--- config.mk ---
export PLATFORM = sky130hd
export DESIGN_NAME = ddr3_avl_arbiter
export DESIGN_NICKNAME = d
export VERILOG_FILES = /design/src/rtl/ddr3_avl_arbiter.sv
export SDC_FILE = /design/constraint.sdc
export NUM_CORES = 1
export LEC_CHECK = 0
export CELL_PAD_IN_SITES_DETAIL_PLACEMENT = 0
export CELL_PAD_IN_SITES_GLOBAL_PLACEMENT = 1
export CORE_AREA = 2 2 337 339
export DETAILED_ROUTE_END_ITERATION = 12
export DIE_AREA = 0 0 339 341
export PLACE_DENSITY_LB_ADDON = 0.1
export SLEW_MARGIN = 20
export SYNTH_ARGS = -nofsm -noshare
export SYNTH_HDL_FRONTEND = slang
export SYNTH_SLANG_ARGS = --single-unit
export TNS_END_PERCENT = 100
--- constraint.sdc ---
create_clock -name clk -period 3.6 [get_ports clk]
set_input_delay 0.54 -clock clk [delete_from_list [all_inputs] [get_ports clk]]
set_output_delay 0.54 -clock clk [all_outputs]
set_load 0.005 [all_outputs]
--- src/rtl/ddr3_avl_arbiter.sv ---
// ddr3_avl_arbiter: two-master round-robin arbiter onto one DDR3 Avalon port with read-tag tracking
module ddr3_avl_arbiter #(
  parameter int ADDR_W = 26,
  parameter int DATA_W = 128,
  parameter int MAX_RD = 4
) (
  input  logic              clk,
  input  logic              reset,
  input  logic              m0_read_req,
  input  logic              m0_write_req,
  input  logic              m0_burstbegin,
  input  logic [ADDR_W-1:0] m0_addr,
  input  logic [2:0]        m0_size,
  input  logic [DATA_W-1:0] m0_wdata,
  output logic              m0_ready,
  output logic              m0_rdata_valid,
  output logic [DATA_W-1:0] m0_rdata,
  input  logic              m1_read_req,
  input  logic              m1_write_req,
  input  logic              m1_burstbegin,
  input  logic [ADDR_W-1:0] m1_addr,
  input  logic [2:0]        m1_size,
  input  logic [DATA_W-1:0] m1_wdata,
  output logic              m1_ready,
  output logic              m1_rdata_valid,
  output logic [DATA_W-1:0] m1_rdata,
  input  logic              avl_ready,
  output logic              avl_burstbegin,
  output logic              avl_read_req,
  output logic              avl_write_req,
  output logic [ADDR_W-1:0] avl_addr,
  output logic [2:0]        avl_size,
  output logic [DATA_W-1:0] avl_wdata,
  input  logic              avl_rdata_valid,
  input  logic [DATA_W-1:0] avl_rdata,
  output logic              err_rdata
);
  localparam int PW = (MAX_RD > 1) ? $clog2(MAX_RD) : 1;
  typedef enum logic [1:0] {IDLE, CMD, WR_BURST} state_t;
  state_t state_q, state_d;
  logic grant_q, grant_d, last_q, last_d, err_q, err_d;
  logic [2:0] wrem_q, wrem_d, rbeat_q, rbeat_d;
  logic [PW-1:0] wp_q, wp_d, rp_q, rp_d;
  logic [PW:0] cnt_q, cnt_d;
  logic [3:0] tag_q [MAX_RD];
  logic [3:0] tag_d [MAX_RD];
  logic r0, r1, arb, active, full, empty, rd_acc, wr_acc, rv, pop;
  logic g_read, g_write, g_bb;
  logic [ADDR_W-1:0] g_addr;
  logic [2:0] g_size, wsize, hsize;
  logic [DATA_W-1:0] g_wdata;
  logic [3:0] head;
  // granted-master mux, arbitration and acceptance/return qualifiers
  always_comb begin
    g_read = grant_q ? m1_read_req : m0_read_req;
    g_write = grant_q ? m1_write_req : m0_write_req;
    g_bb = grant_q ? m1_burstbegin : m0_burstbegin;
    g_addr = grant_q ? m1_addr : m0_addr;
    g_size = grant_q ? m1_size : m0_size;
    g_wdata = grant_q ? m1_wdata : m0_wdata;
    r0 = m0_read_req | m0_write_req;
    r1 = m1_read_req | m1_write_req;
    arb = (r0 & r1) ? ~last_q : r1;
    active = state_q != IDLE;
    full = cnt_q == (PW+1)'(MAX_RD);
    empty = cnt_q == '0;
    rd_acc = (state_q == CMD) & g_read & ~full & avl_ready;
    wr_acc = active & g_write & ~g_read & avl_ready;
    wsize = (g_size == 3'd0) ? 3'd1 : g_size;
    head = tag_q[rp_q];
    hsize = (head[2:0] == 3'd0) ? 3'd1 : head[2:0];
    rv = avl_rdata_valid & ~empty;
    pop = rv & (rbeat_q + 3'd1 == hsize);
  end
  // next state
  always_comb begin
    state_d = state_q;
    case (state_q)
      IDLE: state_d = (r0 | r1) ? CMD : IDLE;
      CMD: state_d = rd_acc ? IDLE : wr_acc ? ((wsize <= 3'd1) ? IDLE : WR_BURST) : (!g_read && !g_write) ? IDLE : CMD;
      WR_BURST: state_d = (wr_acc && wrem_q == 3'd1) ? IDLE : WR_BURST;
      default: state_d = IDLE;
    endcase
  end
  // outputs: avl side mirrors the granted master only while a command is active
  always_comb begin
    avl_read_req = active & g_read & ~full;
    avl_write_req = active & g_write;
    avl_burstbegin = active & g_bb;
    avl_addr = active ? g_addr : '0;
    avl_size = active ? g_size : '0;
    avl_wdata = active ? g_wdata : '0;
    m0_ready = active & avl_ready & ~grant_q & ~(g_read & full);
    m1_ready = active & avl_ready & grant_q & ~(g_read & full);
    m0_rdata_valid = rv & ~head[3];
    m1_rdata_valid = rv & head[3];
    m0_rdata = avl_rdata;
    m1_rdata = avl_rdata;
    err_rdata = err_q;
  end
  // grant, write-beat countdown, read-tag FIFO and orphan-beat error
  always_comb begin
    grant_d = (state_q == IDLE && (r0 | r1)) ? arb : grant_q;
    last_d = (state_q == IDLE && (r0 | r1)) ? arb : last_q;
    wrem_d = !wr_acc ? wrem_q : (state_q == CMD) ? wsize - 3'd1 : wrem_q - 3'd1;
    tag_d = tag_q;
    if (rd_acc) tag_d[wp_q] = {grant_q, g_size};
    wp_d = wp_q + PW'(rd_acc);
    rp_d = rp_q + PW'(pop);
    cnt_d = cnt_q + (PW+1)'(rd_acc) - (PW+1)'(pop);
    rbeat_d = !rv ? rbeat_q : pop ? 3'd0 : rbeat_q + 3'd1;
    err_d = err_q | (avl_rdata_valid & empty);
  end
  // state register with asynchronous reset
  always_ff @(posedge clk or posedge reset) begin
    if (reset) begin
      state_q <= IDLE;
      grant_q <= 1'b0;
      last_q <= 1'b1;
      wrem_q <= '0;
      rbeat_q <= '0;
      wp_q <= '0;
      rp_q <= '0;
      cnt_q <= '0;
      tag_q <= '{default: '0};
      err_q <= 1'b0;
    end else begin
      state_q <= state_d;
      grant_q <= grant_d;
      last_q <= last_d;
      wrem_q <= wrem_d;
      rbeat_q <= rbeat_d;
      wp_q <= wp_d;
      rp_q <= rp_d;
      cnt_q <= cnt_d;
      tag_q <= tag_d;
      err_q <= err_d;
    end
  end
endmodule

==> run summary, run 1 <==
fraction of registers with async set/reset: 1.00
initial antenna violation count: 13
Mapped Cells: 755
HPWL Detailed: 34,500 um
clock sinks: 34
ys flop type: dfrtp_1
post-layout min period: 3090 ps
DR WL/cell: 16.4 um
Syn-to-layout area delta: 83.0%
Synth Warn #: 0
DR vias/cell: 2.31
core area: 112,000 um2
Cell Area, Synth: 6040 um2
DRT antenna net count: 0
RSZ-0062 raised after global routing: false
DR iter-0 viols: 149
hold_ws: 469 ps
# setup viols final: 0
static leakage: 4.17 nW
Overflow after GRT: 0
fill count: 13.0k
Total Power: 0.00680 W
DIE HEIGHT: 341 um
worst hold-check path type: reg2reg
clk buf depth: 2
Pins Over Slew Limit: 0
DRC errors left: 0
Required @ worst endpoint: 3060 ps
Avg Cell Area, Syn: 8.00 um2
Peak VDD IR: 0.343 mV
#FFs+latches synth: 34
Final Core Density: 0.0988
PostCTS Resize Cnt: 0
maximum fanout along the worst path: 72
commonest non-fill, non-tap cell in the layout: clkdlybuf4s50_1
run status: completed
Final #Nets: 1,431
GRT Util Overall: 0.0664
num rows: 123
clock slew at reported path FFs: 60 ps
Hold-fix buffers, CTS: 0
share of cells above drive strength 1: 0.0557
Setup Skew: 7.12 ps
CTS root buffer: clkbuf_16
crit path launch type: flop
vias in the first global route: 6,233
fmax: 0.323 GHz
CTS buffer count: 5
CTS tree: yes
power density over cell area: 615 nW/um2
worst skew pair latency: 280 ps
period utilisation layout: 0.859
WL final: 40,500 um
Die Wd: 339 um
setup TNS: 0 ps
number of flops mapped to enable cells by yosys: 0
full die area: 116,000 um2
Netlist cell types: 40
register area share after synthesis: 0.141
most frequent cells in the layout: clkdlybuf4s50_1 (488), nor2_1 (166), mux2i_1 (160)
DRT Pass-1 Iters: 4
vias: 5,718
final hold vios: 0
CP arrival: 2550 ps
Max transition margin: 0.465
GP Congestion: 0.732
Crit. End Element: output pin
Setup CP Type: reg2out
# IOs: 873
I/O Buffers: 488
largest net degree at the start of global routing: 87
first-pass GRT wire length: 54,100 um
Initial Utilization: 0.0540
slew of the pin with the lowest slew margin: 802 ps
Mapped Nets: 1,217
post-CTS setup buffers: 0
# H-tree levels: 2
max cap viols: 0
## state kept, by name, summed over array words and instances (netlist names)
register and flops:
rp_q 2, wp_q 2, err_rdata 1, state_q 2, last_q 1, rbeat_q 3
cnt_q 3, grant_q 1, wrem_q 3, tag_q 16
## layout make-up
cell class / instances / area, um2 / area share
Multi-Input combinational cell: 417 / 3080 / 0.278
Timing Repair Buffer: 500 / 5040 / 0.456
Sequential cell: 34 / 856 / 0.0774
Antenna cell: 3 / 7.51 / 0.000679
Clock inverter: 1 / 30.0 / 0.00272
Inverter: 11 / 41.3 / 0.00373
Tap cell: 1500 / 1880 / 0.170
Clock buffer: 7 / 133 / 0.0120
## worst paths after layout
check	from	endpoint	slack, ps	cells after the start
hold / removal	err_rdata	err_rdata	470	1
setup reg to reg	rp_q[0]	cnt_q[2]	590	11
setup / recovery	grant_q	avl_wdata[59]	510	4
max in group asynchronous	reset	grant_q	2540	3
min in group asynchronous	reset	err_rdata	670	3
hold reg to reg	err_rdata	err_rdata	470	1
## metrics by stage
stage	instance area, um2	cells	setup slack, ps
floorplan	6040	755	695
CTS	11000	2470	408
finish	11100	2473	506
global route	11100	2471	320
detailed placement	10900	2462	514
global placement	10900	2462	489
## power by group
| part | internal, W | leakage (nW) | total (W) | switching, W |
|---|---|---|---|---|
| sequential | 0.000581 | 0.409 | 0.000798 | 0.000217 |
| clock | 0.000327 | 0.0781 | 0.000491 | 0.000163 |
| combinational | 0.00299 | 3.68 | 0.00551 | 0.00252 |
| total | 0.00389 | 4.17 | 0.00680 | 0.00290 |
## metal layers
layer	global-route usage	part of all wire	wire, um
met5	0	0.0013	51
met4	0.0153	0.026	1040
met3	0.0367	0.12	4990
met2	0.118	0.50	20200
met1	0.0675	0.35	14300
## cell usage after synthesis (3+ instances only)
| cell type | number | area share |
|---|---|---|
| buf_4 | 256 | 0.32 |
| nor2_1 | 167 | 0.10 |
| mux2i_1 | 160 | 0.27 |
| dfrtp_1 | 33 | 0.14 |
| mux2_2 | 21 | 0.039 |
| clkbuf_1 | 17 | 0.011 |
| buf_2 | 16 | 0.013 |
| inv_1 | 10 | 0.0062 |
| ha_1 | 9 | 0.019 |
| nand3_1 | 7 | 0.0058 |
| xnor2_1 | 5 | 0.0072 |
| a21oi_1 | 4 | 0.0033 |
| buf_1 | 4 | 0.0025 |
| mux4_2 | 4 | 0.015 |
| nand2_1 | 4 | 0.0025 |
| o21ai_0 | 4 | 0.0033 |
| nand2b_1 | 3 | 0.0031 |
| nor3_1 | 3 | 0.0025 |
| xor2_1 | 3 | 0.0043 |
## cell families (layout without fill, tap and decap cells)
family                   Yosys count  in the layout  synth area share
multiplexers                     185            185             0.319
adder cells (fa/ha/maj)           10             10            0.0220
AND/OR/NAND/NOR                  195            195             0.134
other                              0              3                 0
AO/OA/AOI/OAI                     19             19            0.0209
buffers and inverters            304            519             0.351
XOR/XNOR                           8              8            0.0116
flip-flops                        34             34             0.141
## critical path, stage by stage, from the launching register on
cell             delay (ps)
dfrtp_4                 710
buf_12                  350
mux2i_1                 200
nor2_1                  130
clkdlybuf4s50_1         590
Power figures use the tool's default switching activity.
==> run 2, diff against run 1 <==
==> constraint.sdc (replaced) <==
create_clock -name clk -period 3.6 [get_ports clk]
set_input_delay 1.08 -clock clk [delete_from_list [all_inputs] [get_ports clk]]
set_output_delay 1.08 -clock clk [all_outputs]
set_load 0.005 [all_outputs]
==> run summary, run 2 (same netlist as run 1, synthesis figures left out) <==
CTS buffer count: 5
DR WL/cell: 16.4 um
core area: 112,000 um2
vias in the first global route: 6,331
largest net degree at the start of global routing: 60
FF-to-FF Start: rp_q[0]
maximum fanout along the worst path: 3
CTS root buffer: clkbuf_16
Total Power: 0.00729 W
Required @ worst endpoint: 2520 ps
fmax: 0.283 GHz
commonest non-fill, non-tap cell in the layout: clkdlybuf4s50_1
HPWL Detailed: 35,700 um
CP max-delay cell: clkdlybuf4s50_1
CP peak stage delay: 530 ps
WL final: 41,300 um
num rows: 123
most used cell, CP: clkdlybuf4s50_1
period utilisation layout: 0.982
final hold vios: 0
CP arrival: 2460 ps
clock slew at reported path FFs: 60 ps
clk buf depth: 2
run status: completed
full die area: 116,000 um2
worst hold-check path type: reg2reg
Syn-to-layout area delta: 90.1%
max cap viols: 0
hold path startpoint: err_rdata
crit path launch type: input pin
DRC errors left: 0
GP Congestion: 0.732
RSZ-0062 raised after global routing: false
Initial Utilization: 0.0540
CP bufs+invs: 2
Pins Over Slew Limit: 0
DR iter-0 viols: 116
Overflow after GRT: 0
DP Worst Slack: -90.5 ps
Top reg by flops: tag_q
Crit. End Element: output pin
vias: 5,769
initial antenna violation count: 13
share of cells above drive strength 1: 0.0981
most frequent cells in the layout: clkdlybuf4s50_1 (486), nor2_1 (166), mux2i_1 (159)
DIE HEIGHT: 341 um
# setup viols final: 0
DRT antenna net count: 0
Cell Chain, Critical Path: clkdlybuf4s50_1 > nand2_1 > a211oi_2 > clkdlybuf4s50_1
# H-tree levels: 2
# IOs: 873
clock sinks: 34
Die Wd: 339 um
fill count: 13.0k
power density over cell area: 634 nW/um2
worst skew pair latency: 290 ps
Setup CP Type: in2out
CP top delay family: buffers and inverters
CP Launch Point: avl_ready
post-layout min period: 3540 ps
max FFs per register: 16
static leakage: 4.41 nW
Max transition margin: 0.661
slew of the pin with the lowest slew margin: 509 ps
I/O Buffers: 488
Setup Skew: 5.63 ps
first-pass GRT wire length: 55,000 um
Peak VDD IR: 0.256 mV
DRT Pass-1 Iters: 4
Hold-fix buffers, CTS: 0
Final #Nets: 1,470
DR vias/cell: 2.30
CTS tree: yes
GRT Util Overall: 0.0675
final worst setup slack: 64.2 ps
==> run 2: path summary, 6_finish.rpt <==
check | depth (start not counted) | to | slack, ps
setup / recovery | 4 | m0_ready | 60
max in group asynchronous | 3 | grant_q | 1980
setup reg to reg | 11 | cnt_q[2] | 570
hold / removal | 1 | err_rdata | 470
min in group asynchronous | 3 | err_rdata | 1220
hold reg to reg | 1 | err_rdata | 470
==> run 2: timing repair <==
action	in CTS	in global routing
hold endpoints to repair	0	0
setup buffers	3	0
resized for setup	2	1
setup endpoints to repair	1	1
cloned	0	0
==> run 2: power breakdown <==
group	switching [W]	internal (W)	total, W
Combinational	0.00266	0.00328	0.00594
Sequential	0.000167	0.000581	0.000748
Clock	0.000182	0.000416	0.000598
Total	0.00301	0.00428	0.00729
==> run 2: through the flow <==
step	cells	hold slack (ps)	util	instance area (um2)	TNS [ps]
5_1_grt	2509	494	0.103	11500	0
6_report	2512	467	0.103	11500	0
3_5_place_dp	2498	455	0.100	11200	-90.5
4_1_cts	2509	470	0.103	11500	0
2_1_floorplan	755	451	-	6040	0
3_3_place_gp	2498	447	0.100	11200	-86.2
==> run 2: layout make-up <==
cell class	count	area (um2)	share of cell area
timing repair buffer	539	5410	0.471
multi-input combinational	417	3090	0.269
tap	1500	1880	0.163
sequential	34	856	0.0745
clock buffer	6	139	0.0121
clock inverter	2	60.1	0.00523
inverter	11	41.3	0.00359
antenna	3	7.51	0.000654
==> run 2: routing by layer <==
metal / wire (um) / up-vias / track usage
li1: - / 2735 / -
met1: 14900 / 2556 / 0.0697
met2: 20600 / 368 / 0.122
met3: 4730 / 104 / 0.0344
met4: 976 / 6 / 0.0139
met5: 40 / - / 0
